[config.mk]
export PLATFORM = sky130hd
export DESIGN_NAME = mux_arb
export DESIGN_NICKNAME = d
export VERILOG_FILES = /design/src/rtl/mux_arb.sv
export SDC_FILE = /design/constraint.sdc
export NUM_CORES = 1
export LEC_CHECK = 0
export ABC_AREA = 0
export CELL_PAD_IN_SITES_DETAIL_PLACEMENT = 1
export CELL_PAD_IN_SITES_GLOBAL_PLACEMENT = 1
export CORE_ASPECT_RATIO = 1.75
export CORE_MARGIN = 2
export CORE_UTILIZATION = 31
export DETAILED_ROUTE_END_ITERATION = 6
export PLACE_DENSITY = 0.85
export RECOVER_POWER = 100
export SYNTH_ARGS = -nofsm -noshare
export SYNTH_HDL_FRONTEND = slang
export SYNTH_SLANG_ARGS = --single-unit
[constraint.sdc]
create_clock -name clk -period 3.5 [get_ports clk]
set_input_delay 0.875 -clock clk [delete_from_list [all_inputs] [get_ports clk]]
set_output_delay 0.875 -clock clk [all_outputs]
set_load 0.01 [all_outputs]
[src/rtl/mux_arb.sv]
// mux_arb: N-channel, WIDTH-bit registered multiplexer with per-channel
// valid/ready handshakes. A channel is chosen each cycle either by an
// external select (mode=0) or by round-robin arbitration (mode=1). The
// chosen word is captured into a one-deep output register.
module mux_arb #(
  parameter int unsigned WIDTH = 4,
  parameter int unsigned N     = 4,
  parameter int unsigned SELW  = $clog2(N)
) (
  input  logic                 clk,
  input  logic                 rst_n,
  input  logic                 mode,
  input  logic [SELW-1:0]      sel,
  input  logic [N-1:0]         in_valid,
  input  logic [N*WIDTH-1:0]   in_data,
  output logic [N-1:0]         in_ready,
  output logic                 out_valid,
  output logic [WIDTH-1:0]     out_data,
  output logic [SELW-1:0]      out_chan,
  input  logic                 out_ready
);

  logic              out_valid_q, out_valid_d;
  logic [WIDTH-1:0]  out_data_q,  out_data_d;
  logic [SELW-1:0]   out_chan_q,  out_chan_d;
  logic [SELW-1:0]   ptr_q,       ptr_d;

  logic              load;
  logic              xfer;
  logic              grant_vld;
  logic [SELW-1:0]   grant_idx;
  logic [WIDTH-1:0]  grant_data;
  int unsigned       scan_idx;

  // The output register can take a new word when empty or being drained.
  assign load = !out_valid_q || out_ready;
  assign xfer = load && grant_vld;

  // Channel choice: fixed select (out-of-range sel grants nothing) or a
  // round-robin scan starting at ptr and wrapping modulo N.
  always_comb begin
    grant_vld = 1'b0;
    grant_idx = '0;
    scan_idx  = 0;
    if (!mode) begin
      for (int unsigned i = 0; i < N; i++) begin
        if (sel == SELW'(i) && in_valid[i]) begin
          grant_vld = 1'b1;
          grant_idx = SELW'(i);
        end
      end
    end else begin
      for (int unsigned k = 0; k < N; k++) begin
        scan_idx = 32'(ptr_q) + k;
        if (scan_idx >= N) scan_idx = scan_idx - N;
        if (!grant_vld && in_valid[scan_idx]) begin
          grant_vld = 1'b1;
          grant_idx = SELW'(scan_idx);
        end
      end
    end
  end

  // Data select for the granted channel.
  always_comb begin
    grant_data = '0;
    for (int unsigned i = 0; i < N; i++) begin
      if (grant_idx == SELW'(i)) grant_data = in_data[i*WIDTH +: WIDTH];
    end
  end

  // Ready goes only to the granted channel, and only when a load can occur.
  always_comb begin
    in_ready = '0;
    for (int unsigned i = 0; i < N; i++) begin
      in_ready[i] = xfer && (grant_idx == SELW'(i));
    end
  end

  // Next state: refill on transfer, otherwise drain if the consumer took it.
  always_comb begin
    out_valid_d = out_valid_q;
    out_data_d  = out_data_q;
    out_chan_d  = out_chan_q;
    ptr_d       = ptr_q;
    if (xfer) begin
      out_valid_d = 1'b1;
      out_data_d  = grant_data;
      out_chan_d  = grant_idx;
      if (mode) ptr_d = (grant_idx == SELW'(N - 1)) ? '0 : grant_idx + SELW'(1);
    end else if (out_ready) begin
      out_valid_d = 1'b0;
    end
  end

  // Output register and round-robin pointer.
  always_ff @(posedge clk or negedge rst_n) begin
    if (!rst_n) begin
      out_valid_q <= 1'b0;
      out_data_q  <= '0;
      out_chan_q  <= '0;
      ptr_q       <= '0;
    end else begin
      out_valid_q <= out_valid_d;
      out_data_q  <= out_data_d;
      out_chan_q  <= out_chan_d;
      ptr_q       <= ptr_d;
    end
  end

  assign out_valid = out_valid_q;
  assign out_data  = out_data_q;
  assign out_chan  = out_chan_q;

endmodule
### Yosys cells after proc, flatten, opt, wreduce, memory -nomap -nowiden

Cells that the tools add are included.
W data, S select, Z words.

| storage, ports and cells | value |
|---|---|
| bits in registers | 9 |
| bits of input ports | 26 |
| output and inout bits | 11 |
| logic and storage cells | 90 |

| cells by class | value |
|---|---|
| add/sub/neg operators | 8 |
| $lt $le $gt $ge | 8 |
| equal/unequal tests | 6 |
| muxes and demuxes | 43 |
| reductions and logical operators | 21 |

Operator list:

| cell | number |
|---|---|
| $mux W32 | 8 |
| $lt A32 B3 Y1 const B | 4 |
| $mux W1 | 19 |
| $mux W2 | 8 |
| $mux W4 | 4 |
| $logic_and A1 B1 Y1 | 12 |
| $sub A3 B3 Y4 const B | 3 |
| $ge A3 B3 Y1 const B | 3 |
| $bmux W1 S2 | 4 |
| $eq A2 B2 Y1 const B | 4 |
| $add A2 B2 Y3 const B | 2 |
| $eq A2 B1 Y1 const B | 2 |
| $logic_not A1 Y1 | 4 |
| $logic_not A2 Y1 | 2 |
| $sub A2 B3 Y4 const B | 1 |
| $add A2 B1 Y3 const B | 1 |
| $ge A2 B3 Y1 const B | 1 |
| $add A2 B1 Y2 const B | 1 |
| $reduce_and A2 Y1 | 1 |
| $reduce_bool A2 Y1 | 1 |
| $logic_or A1 B1 Y1 | 1 |

### Longest topological paths before layout

| depth | value |
|---|---|
| depth in word-level cells | 24 |
| gate-level depth with buffers | 11 |
| mapped depth without buffers | 9 |

### Worst setup path after synthesis

OpenSTA, ideal clock, no wires.

| timing | value |
|---|---|
| path type | input port to output port |
| start point | in in_valid[0] |
| end point | out in_ready[3] |
| arrival time | 2.378 ns |
| data required time | 2.625 ns |
| path slack | 0.247 ns |
| cell stages on the path | 8 |
| buffers on the path | 2 |
| cells stage by stage | buf_2 nor2_1 o32a_1 o2111ai_1 and3_1 ha_1 buf_1 and2_2 |

| on the way | value |
|---|---|
| longest elaborated chain between the ends | 18 |
| elaborated cells between the ends (all ways) | 35 |
| those cells by class | eq/ne: 1; mux: 25; reduce/logical: 9 |

RTL lines:

| element | RTL line | source |
|---|---|---|
| start: declaration | 14 | `input logic [N-1:0] in_valid,` |
| $bmux W1 S2 | 56 | `if (!grant_vld && in_valid[scan_idx]) begin` |
| $mux W1 (implied by the code) | 56 |  |
| $mux W1 | 56 |  |
| $mux W1 | 45 | `if (!mode) begin` |
| $logic_not A1 Y1 | 56 |  |
| $logic_and A1 B1 Y1 | 56 |  |
| $mux W1 | 56 |  |
| $mux W1 | 45 |  |
| (+3 left out) | - |  |
| $mux W1 | 45 |  |
| $logic_not A1 Y1 | 56 |  |
| $logic_and A1 B1 Y1 | 56 |  |
| $mux W2 * | 56 |  |
| $mux W2 * | 45 |  |
| net grant_idx[1] | 31 | `logic [SELW-1:0] grant_idx;` |
| $eq A2 B2 Y1 * | 76 | `in_ready[i] = xfer && (grant_idx == SELW'(i));` |
| $logic_and A1 B1 Y1 * | 76 |  |
| end: declaration | 16 | `output logic [N-1:0] in_ready,` |

Mark *: on every way through the listed nets, which the timed path passes. The rest lies on a longest branch. The select of a mux whose other input is x is not followed.

### Final worst setup path

| timing | value |
|---|---|
| start point | in sel[0] |
| end point | out in_ready[2] |

| on the way | value |
|---|---|
| longest elaborated chain between the ends | 9 |
| elaborated cells between the ends (all ways) | 20 |
| those cells by class | eq/ne: 4; mux: 9; reduce/logical: 7 |

RTL lines:

| element | RTL line | source |
|---|---|---|
| start: declaration | 13 | `input logic [SELW-1:0] sel,` |
| $logic_not A2 Y1 | 47 | `if (sel == SELW'(i) && in_valid[i]) begin` |
| $logic_and A1 B1 Y1 | 47 |  |
| $mux W1 (4 in series) | 47 |  |
| $mux W1 | 45 |  |
| $logic_and A1 B1 Y1 | 37 | `assign xfer = load && grant_vld;` |
| $logic_and A1 B1 Y1 * | 76 |  |

Mark *: on every way between the ends. The rest lies on a longest branch, timed or not.

==> results.ini <==
[timing]
setup_ws_ns = 0.06359
slew_headroom_pct = 72.21
max_freq_ghz = 0.2910
rsz0062_at_grt = no
maxSlewViolCount = 0
worst_pin_slew_ns = 0.4155
post-route-period-util_pct = 98.18
timing.hold.ws_ns = 0.4849
setup_violations = 0
fin_skew_ns = 0.003867
hold_viol = 0
fin_crit_ns = 3.436
fin_setup_tns_ns = 0

[detailed_routing]
finalWirelength_um = 3914
drc_errors = 0
vias_per_cell = 5.539
wl_per_cell_um = 20.28
num_vias = 1069
drt_pass1_iterations = 4
drt_iter0_markers = 10
ant_nets = 0

[cts]
cts_max_level = 1
numCtsBuffers = 3
root_buffer = clkbuf_8
clk_pin_slew_ns = 0.04
clock_path_buffers = 2
clkLatencyLatePin_ns = 0.23
cts_hold_buffers = 0
cts_tree = built
cts.sinks = 9

[min_path]
hold_class = register to register
min_from = out_chan[1]

[synthesis]
synthDistinctLibCells = 36
synth-main-ff-cell = dfrtp_1
yosys_warnings = 0
syn_area_um2 = 883.3
synth_top_area_cell = dfrtp_1
synth.top_cell.area_share_pct = 25.50
syn-num-nets = 122
synth_seq_cells = 9
async_flop_share_pct = 100.0
yosysSeqAreaShare_pct = 25.50
avgSynthCellArea_um2 = 9.602
synth_cells = 92
synth_edf_count = 0
synthTopCellsByArea = dfrtp_1 (25%), mux2_4 (8.5%), ha_1 (5.7%)

[setup_path]
crit_path_top_delay_cell = clkdlybuf4s50_1
critPathMaxFanout = 5
crit_top_cell = nor2_4
cp-end-kind = primary output
crit_path_start_kind = input port
crit_path_max_incr_delay_ns = 0.51
r2r-start = ptr_q[1]
startpoint = sel[0]
crit_family = buffers and inverters
cp.buffers_inverters = 3
cp.arrival_ns = 2.56
worst_ep_required_time_ns = 2.62
crit_type = input port to primary output
path_cells = clkdlybuf4s50_1 > clkbuf_4 > mux4_2 > nor2_4 > nor2_4 > and2_2 > clkdlybuf4s15_2

[floorplan]
die_h_um = 74.62
pin_count = 37
die_area_um2 = 3309
rows = 25
core_area_um2 = 2721
start_util_pct = 32.46
die_width_um = 44.35

[layout]
drive_gt1_share_pct = 45.78
area_growth_pct = 85.41
ff_latch_area_um2 = 225.2
instances_no_fill = 193
num_antenna_cells = 0
multi_input_area_um2 = 644.4
finalNetCount = 197
fill_cells = 304

[placement]
place.gp.congestion = 0.9707
io_buffers = 36
place_hpwl_um = 2668
place_ws_ns = -0.6819
dp_cells = 173

[flow_run]
cap_violations = 0

[grt]
grtUsageTotal_pct = 25.66
antenna_found_initial = 0
grt_overflow = 0
grt_pass1_vias = 1281
grt_first_pass_wirelength_um = 6120
grt_max_degree = 10

[pwr]
power_density_nw_per_um2 = 504.7
total_power_mw = 0.8266
leakagePower_nw = 0.7449
vdd_drop_max_uv = 315.6

[run_status]
status = finished, final reports clean

## per-stage QoR
stage | util (%) | area, um2
finish | 60.18 | 1638
CTS | 58.62 | 1595
floorplan | - | 883.3
detailed placement | 52.09 | 1418
global route | 60.18 | 1638
global placement | 52.09 | 1418
## flip-flops by register name (all words and copies together), names as in the netlist
register   count
out_chan       2
out_data       4
out_valid      1
ptr_q          2
## power breakdown
| part | leakage (nW) | switching [mW] | internal [mW] |
|---|---|---|---|
| combinational | 0.616 | 0.213 | 0.294 |
| clock | 0.0228 | 0.0438 | 0.0796 |
| sequential | 0.106 | 0.0493 | 0.147 |
| total | 0.745 | 0.306 | 0.521 |
## final timing paths
path / cells after the start / endpoint / slack (ns)
min reg2reg: 1 / out_chan[1] / 0.48
min in group asynchronous: 1 / ptr_q[1] / 1.01
min: 1 / out_chan[1] / 0.48
max reg2reg: 18 / out_chan[1] / 0.42
max: 7 / in_ready[2] / 0.06
max in group asynchronous: 1 / ptr_q[0] / 2.20
## what timing repair did
| item | in CTS | in global routing |
|---|---|---|
| setup buffers | 17 | 1 |
| resized for setup | 34 | 21 |
| pin swaps | 5 | 6 |
| cloned | 0 | 0 |
| endpoints found under the setup margin | 6 | 5 |
## cells in the final DEF (no fill, tap or decap), drive strengths merged
master and instances:
a21boi 1, a21oi 2, a221oi 3, a22o 1, a2bb2oi 1, a32o 1
a32oi 1, and2 4, and3 1, buf 41, clkbuf 8, clkdlybuf4s15 3
clkdlybuf4s50 18, dfrtp 9, dlygate4sd2 2, dlygate4sd3 8, ha 4, inv 7
mux2 9, mux2i 2, mux4 1, nand2 5, nand2b 2, nand3 2
nor2 4, nor2b 7, nor4 2, o2111ai 1, o21ai 6, o221ai 1
o31ai 3, o32a 1, o41ai 1, or2 2, or3 1, or3b 1
## routing by layer
metal / vias up / wire length [um] / GRT usage (%)
met2: 58 / 2365 / 52.29
met3: 10 / 227 / 5.995
met1: 518 / 1189 / 22.32
met5: - / 0 / 0
li1: 483 / - / -
met4: 0 / 132 / 11.11
## synth_stat cells (all sizes together), types with 3 or more instances
master,number
nor2b,7
nand2,5
mux2,9
inv,7
o21ai,6
dfrtp,9
and2,4
nor2,4
ha,4
buf,5
o31ai,3
a221oi,3
## area by class of cell
cell class,instances,share of cell area (%)
multi-input cells,70,39.34
repair buffers,76,40.49
flip-flops and latches,9,13.75
clock buffers,4,2.750
inverters,7,1.604
well taps,27,2.063
## logic make-up (layout without fill, tap and decap cells)
family                     count (synthesis)  count (layout)  synth area share [%]
AOI/OAI and AO/OA                         23              23                 21.25
adders and majority gates                  4               4                 5.666
buffers and inverters                     13              87                 7.507
DFF                                        9               9                 25.50
muxes                                     12              12                 18.41
and+or+nand+nor                           31              31                 21.67
(Power assumes the default switching activity.)
